==> src/rtl/prm_pkg.sv <==
// Shared definitions for the PRM edge-checker front end: code width,
// default bank geometry and the frame-accumulator state encoding.
package prm_pkg;

  localparam int CODE_W        = 15;
  localparam int DEF_NUM_EDGES = 64;
  localparam int DEF_CNT_W     = 16;

  typedef enum logic [1:0] {
    SCAN  = 2'd0,
    FLUSH = 2'd1,
    HOLD  = 2'd2
  } edge_acc_state_t;

endpackage

==> src/rtl/prm_mask_accum.sv <==
// Blocked-edge accumulator for one scan frame: ORs checker masks into a bitmap
// and keeps a saturating count of accepted codes with a sticky saturation flag.
module prm_mask_accum
  import prm_pkg::*;
#(
  parameter int NUM_EDGES = DEF_NUM_EDGES,
  parameter int CNT_W     = DEF_CNT_W
) (
  input  logic                 clk,
  input  logic                 rst,
  input  logic                 fold,
  input  logic                 inc,
  input  logic                 clear,
  input  logic [NUM_EDGES-1:0] mask,
  output logic [NUM_EDGES-1:0] accum,
  output logic [CNT_W-1:0]     count,
  output logic                 sat
);

  localparam logic [CNT_W-1:0] CNT_MAX = '1;

  function automatic logic [CNT_W-1:0] sat_inc(input logic [CNT_W-1:0] v);
    return (v == CNT_MAX) ? v : v + 1'b1;
  endfunction

  always_ff @(posedge clk or posedge rst) begin
    if (rst) begin
      accum <= '0;
      count <= '0;
      sat   <= 1'b0;
    end else if (clear) begin
      accum <= '0;
      count <= '0;
      sat   <= 1'b0;
    end else begin
      if (fold) accum <= accum | mask;
      if (inc) begin
        count <= sat_inc(count);
        if (count == CNT_MAX) sat <= 1'b1;
      end
    end
  end

endmodule

==> src/rtl/prm_edge_accum.sv <==
// Drives obstacle codes into the PRM edge-checker bank and folds the bank's
// edge masks over a frame into a blocked-edge bitmap handed to the roadmap update.
module prm_edge_accum
  import prm_pkg::*;
#(
  parameter int NUM_EDGES = DEF_NUM_EDGES,
  parameter int CNT_W     = DEF_CNT_W
) (
  input  logic                 clk,
  input  logic                 rst,
  input  logic                 code_valid,
  output logic                 code_ready,
  input  logic [CODE_W-1:0]    code_data,
  input  logic                 code_last,
  output logic [CODE_W-1:0]    chk_code,
  input  logic [NUM_EDGES-1:0] chk_mask,
  output logic                 res_valid,
  input  logic                 res_ready,
  output logic [NUM_EDGES-1:0] res_blocked,
  output logic                 res_any,
  output logic [CNT_W-1:0]     res_count,
  output logic                 res_sat
);

  edge_acc_state_t      state;
  logic                 vld_p1;
  logic                 accept;
  logic                 handshake;
  logic [NUM_EDGES-1:0] accum;

  assign accept    = code_valid & code_ready;
  assign handshake = res_valid & res_ready;

  // Stage p0 -> p1: accepted code goes to the bank; its mask returns next cycle.
  always_ff @(posedge clk or posedge rst) begin
    if (rst) begin
      chk_code <= '0;
      vld_p1   <= 1'b0;
    end else begin
      vld_p1 <= accept;
      if (accept) chk_code <= code_data;
    end
  end

  always_ff @(posedge clk or posedge rst) begin
    if (rst) begin
      state      <= SCAN;
      code_ready <= 1'b1;
      res_valid  <= 1'b0;
    end else begin
      case (state)
        SCAN: begin
          if (accept && code_last) begin
            state      <= FLUSH;
            code_ready <= 1'b0;
          end
        end
        FLUSH: begin
          state     <= HOLD;
          res_valid <= 1'b1;
        end
        HOLD: begin
          if (res_ready) begin
            state      <= SCAN;
            res_valid  <= 1'b0;
            code_ready <= 1'b1;
          end
        end
        default: begin
          state      <= SCAN;
          res_valid  <= 1'b0;
          code_ready <= 1'b1;
        end
      endcase
    end
  end

  // Stage p1 -> p2: mask fold into the frame bitmap.
  prm_mask_accum #(
    .NUM_EDGES (NUM_EDGES),
    .CNT_W     (CNT_W)
  ) u_accum (
    .clk   (clk),
    .rst   (rst),
    .fold  (vld_p1),
    .inc   (accept),
    .clear (handshake),
    .mask  (chk_mask),
    .accum (accum),
    .count (res_count),
    .sat   (res_sat)
  );

  assign res_blocked = accum;
  assign res_any     = |accum;

endmodule

==> config.mk <==
export PLATFORM = sky130hd
export DESIGN_NAME = prm_edge_accum
export DESIGN_NICKNAME = d
export VERILOG_FILES = /design/src/rtl/prm_pkg.sv /design/src/rtl/prm_mask_accum.sv /design/src/rtl/prm_edge_accum.sv
export SDC_FILE = /design/constraint.sdc
export NUM_CORES = 1
export LEC_CHECK = 0
export CAP_MARGIN = 20
export CORE_ASPECT_RATIO = 0.75
export CORE_MARGIN = 3
export CORE_UTILIZATION = 30
export DETAILED_ROUTE_END_ITERATION = 6
export GPL_TIMING_DRIVEN = 0
export PLACE_DENSITY = 0.72
export SLEW_MARGIN = 0
export SYNTH_ARGS = -nofsm -noshare
export SYNTH_HDL_FRONTEND = slang
export SYNTH_SLANG_ARGS = --single-unit
==> constraint.sdc <==
create_clock -name clk -period 6.4 [get_ports clk]
set_input_delay 0.64 -clock clk [delete_from_list [all_inputs] [get_ports clk]]
set_output_delay 0.64 -clock clk [all_outputs]
set_load 0.02 [all_outputs]
After elaboration in Yosys (flattened, before gate mapping). Cells that the tools add are included.

Latch bits: 0. Logic and storage cells: 47. Memories kept: 0. Flip-flop bits (word level): 101. Bits of input ports: 84. Output and inout port bits: 99. Memory bits (read-only): 0. Memory bits (writable): 0.

Equal/unequal tests: 6. Shift operators: 0. Reductions and logical operators: 11. Add/sub/neg operators: 1. Div/mod/pow operators: 0. Muxes and demuxes: 16. Multipliers: 0. Bitwise logic cells: 5. $lt $le $gt $ge: 0.

Operator list (count): 64-bit 2-to-1 mux (2); 64-bit OR (1); 64-bit OR reduction (1); 16-bit 2-to-1 mux (3); 16-bit by 1-bit adder with 16-bit output, second input constant (1); 16-bit equality test, second input constant (1); 2-bit AND reduction (4); 1-bit 2-to-1 mux (6); 2-bit != test, second input constant (3); 1-bit case mux with 3 select lines (2); 2-bit case mux with 3 select lines (1); 2-bit nonzero test (3); 2-bit 2-to-1 mux (2); 3-bit AND reduction (1); 1-bit AND (2); 2-bit by 1-bit equality test with 1-bit output, second input constant (1); 2-bit equality test, second input constant (1); 2-bit zero test (1); 1-bit NOT (2); 1-bit logical AND (1).

Longest topological paths before layout.
Depth in word-level cells: 4. Gate-level depth with buffers: 6. Gate-level depth less buffers: 5.

By module. From an unflattened synthesis, not the netlist that was laid out.

Cell total of the unflattened synthesis: 372. Area total of the unflattened synthesis: 4081.4 um2.

Modules (own cells, without submodules): prm_mask_accum (times used 1, cells an instance 302, seq. area each 2026.9 um2, area each 3191.8 um2); prm_edge_accum (times used 1, cells an instance 70, seq. area each 501.7 um2, area each 889.6 um2).

Least setup slack after synthesis. Ideal clock, no wire load.

Path kind: register -> output. Start point: register u_accum.accum[10]. End point: output port res_any. Cell stages (with the launch flop): 4. Setup slack: 4.294 ns. Arrival time: 1.466 ns. Cell sequence: dfrtp_1 nor4_1 nand4_1 or4_1.

Longest elaborated chain between the ends: 1.

Ends and longest elaborated chain: start: declaration (line prm_mask_accum.sv:15) `output logic [NUM_EDGES-1:0] accum,`; start signal: assignment (line prm_mask_accum.sv:36) `if (fold) accum <= accum | mask;`; 64-bit OR reduction (line prm_edge_accum.sv:95) `assign res_any = |accum;`; end: declaration (line prm_edge_accum.sv:20) `output logic res_any,`.

No other way between the ends.

Worst setup path in the final report.
Start point: register u_accum.accum[29]. End point: output port res_any.

The elaborated chain is that of the path after synthesis.

==> results by group <==
Worst setup path
  – Crit path launch type: flip-flop
  – Worst path required time: around 5.8 ns
  – CP Data Arrival Time: ~2.9 ns
  – Critical Path Slowest Stage Cell: nor4_1
  – Critical Path Fanout Max: 3
  – Cell-by-cell trace of the critical path: nor4_1, nand4_1, or4_1, clkdlybuf4s50_1
  – Crit. End Element: output port
  – CP Class: reg2out
  – CP max stage delay: around 0.76 ns

STA
  – Skew final: between 0.004 and 0.005 ns
  – Worst setup margin: roughly 2.8 ns
  – Post-route minimum period: approximately 3.6 ns
  – RSZ-0062 raised after global routing: false
  – Headroom to the max-slew limit: 0.424
  – Period utilization: 0.555
  – Max Clock Freq: about 0.28 GHz
  – Final hold violation count: 0
  – Setup Viol. Count Final: 0
  – Worst Tran Pin Value: ~0.86 ns
  – Max Slew Vio Count: 0
  – Setup TNS: 0 ns

Logic synthesis
  – Synth Register Bits: slightly above 100
  – Mean post-synth cell area: roughly 10 µm²
  – Mapped Area: between 0.004 and 0.005 mm²
  – Adder-cell share of the synthesized area: 0.00309
  – Mux cell area share after synthesis: 0.00247
  – Synth Area in Simple Gates: 0.211
  – Mapped Cells: between 400 and 500
  – Fraction of the yosys area taken by sequential cells: 0.624
  – Post-synthesis cell type count: 39
  – YS warnings: 0
  – Largest family of logic cells by synthesized area: simple AND/OR/NAND/NOR gates
  – Syn nets: about 490
  – XOR/XNOR Fraction of Synth Area: 0
  – Post-synthesis compound-gate area fraction: 0.134

CTS
  – Clock Sinks: around 100
  – Clock latency on the worst-skew pair: 0.33 ns
  – Clock Root Buffer: clkbuf_16
  – Post-CTS Repair Setup Buffers: 0
  – Depth of the CTS H-tree: 3
  – CTS Buffer Depth: 2
  – Number of buffers inserted by hold repair at cts: 0
  – Resized cells post-CTS: 0
  – CTS tree: done
  – Num CTS Buffers: 9
  – Clock transition at path regs: about 0.07 ns

Place
  – Final GP Congestion: 0.853
  – PortBufs: between 150 and 200
  – DP Wirelength: roughly 9500 µm
  – Dpl ws: about 3.2 ns

Power and ir drop
  – P_leak: approximately 2.7 nW
  – Switch share: 0.395
  – Reg power frac: 0.368
  – Switching Power: about 1.2 mW
  – Clk pwr share: 0.181
  – Pwr dens: about 470 mW/mm²
  – Int Pwr: 1.83 mW
  – Peak supply drop: ~0.00025 V
  – Logic pwr share: 0.451

Finish
  – Most common cell after layout, fill and taps aside: clkdlybuf4s50_1
  – Number of diodes: 0
  – P&R area growth vs syn: 58.4%
  – Share of cells above drive strength 1: 0.0496
  – Commonest non-fill, non-tap cells in the layout: clkdlybuf4s50_1, dfrtp_1, a21oi_1, nor2_1, nand2_1
  – NumNets Final: between 600 and 700

Status
  – Status: finished, final reports clean

Worst hold path
  – Worst hold-check path type: reg2reg

Drt
  – Vias per cell: 4.95
  – DR iter-0 viols: a little under 200
  – Post-route ant nets: 0
  – Post-route DRC: 0
  – Vias: a little under 4000
  – Wire per inst: 16.3 µm
  – DR pass1 iterations: 5
  – DRT Wirelength: ~13000 µm

GRT
  – Vias in the first global route: 3805
  – Grt total ovfl: 0
  – First-pass GRT wire length: 19900 µm
  – Total global-route track usage: 0.165
  – Antenna violations before repair: 0
  – Largest net degree at the start of global routing: approximately 60

Floorplan
  – IO Pins: about 180
  – Die area: 0.0150 mm²
  – DIE HEIGHT: 107 µm
  – Std-Cell Rows: 36
  – Die Span X: 140 µm
  – Area of the core: around 0.013 mm²
  – Initial Utilization: 0.309

Job
  – MaxCap Viol Count: 0
## kinds of logic (layout without fill, tap and decap cells)
family	Yosys count	after routing
and+or+nand+nor	180	180
DFF	101	101
AOI/OAI and AO/OA	97	97
buffers and inverters	26	225
adders and majority gates	1	1
muxes	1	1
## cell type report
cell class / instances / area, µm²
fill: 1180 / 6680
sequential: 101 / 2530
timing repair buffer: 183 / 1850
multi-input combinational: 279 / 1420
clock buffer: 11 / 243
tap: 171 / 214
buffer: 21 / 87.6
clock inverter: 5 / 60.1
inverter: 5 / 21.3
## metal layers
layer	track usage	up-vias	share of wire
met3	0.0432	8	0.075
met4	0.0353	0	0.0075
met1	0.237	1850	0.46
met2	0.253	155	0.46
met5	0	-	0
li1	-	1829	-
## path summary, 6_finish.rpt
check                             startpoint               end  slack (ns)  cells after the start
hold / removal                   chk_code[8]       chk_code[8]        0.48                      2
min in group asynchronous                rst       chk_code[5]        0.71                      2
hold reg to reg                  chk_code[8]       chk_code[8]        0.48                      2
setup / recovery           u_accum.accum[29]           res_any        2.85                      4
max in group asynchronous                rst  u_accum.accum[0]        5.00                      3
setup reg to reg            u_accum.count[0]  u_accum.count[4]        4.04                      6
## flip-flops by register name (all words and copies together), names as in the netlist
signal / cells
res_valid: 1
vld_p1: 1
code_ready: 1
u_accum.sat: 1
state: 2
u_accum.count: 16
u_accum.accum: 64
chk_code: 15
## power groups by stage
| stage | Sequential (mW) | Clock [mW] | Combinational [mW] |
|---|---|---|---|
| 4_1_cts | 1.11 | 0.569 | 1.38 |
| 3_5_place_dp | 1.12 | 0 | 1.38 |
| 5_1_grt | 1.15 | 0.590 | 1.46 |
| 3_3_place_gp | 1.11 | 0 | 1.35 |
| 2_1_floorplan | 1.38 | 0 | 0.365 |
| 6_report | 1.11 | 0.547 | 1.36 |
## cells in the mapped netlist (all sizes together)
library cell / number / area share
o21ai: 6 / 0.0074
nand4: 8 / 0.012
and2: 1 / 0.0015
o31ai: 5 / 0.0093
o311a: 1 / 0.0028
o31a: 1 / 0.0022
buf: 4 / 0.0059
a21oi: 72 / 0.089
or4: 12 / 0.024
o21bai: 1 / 0.0019
o211ai: 4 / 0.0074
o21a: 2 / 0.0037
o41ai: 2 / 0.0043
dfstp: 1 / 0.0065
dfrtp: 100 / 0.62
nand2: 57 / 0.053
nand2b: 1 / 0.0015
nand3: 8 / 0.011
or3: 4 / 0.0065
ha: 1 / 0.0031
nor2: 66 / 0.061
nor4: 18 / 0.029
mux2i: 1 / 0.0025
clkbuf: 17 / 0.016
and4: 3 / 0.0068
o311ai: 2 / 0.0043
nor3: 1 / 0.0012
nor4b: 1 / 0.0022
inv: 5 / 0.0046
a31oi: 1 / 0.0015
## worst max-delay path, delay by kind of cell, from the launching register on
| kind | cells | cell delay [ns] |
|---|---|---|
| buf+inv | 1 | 0.57 |
| flops | 1 | 0.40 |
| simple gates | 3 | 1.61 |
## stage by stage
step                 util  area (µm²)  power [mW]  hold WS (ns)  cells
floorplan               -        4060        1.75         0.458    406
global placement    0.465        6090        2.46         0.459    759
detailed placement  0.467        6120        2.49         0.470    760
CTS                 0.490        6420        3.06         0.487    776
global route        0.490        6420        3.20         0.516    776
finish              0.490        6420        3.02         0.481    776
Power figures use the tool's default switching activity.
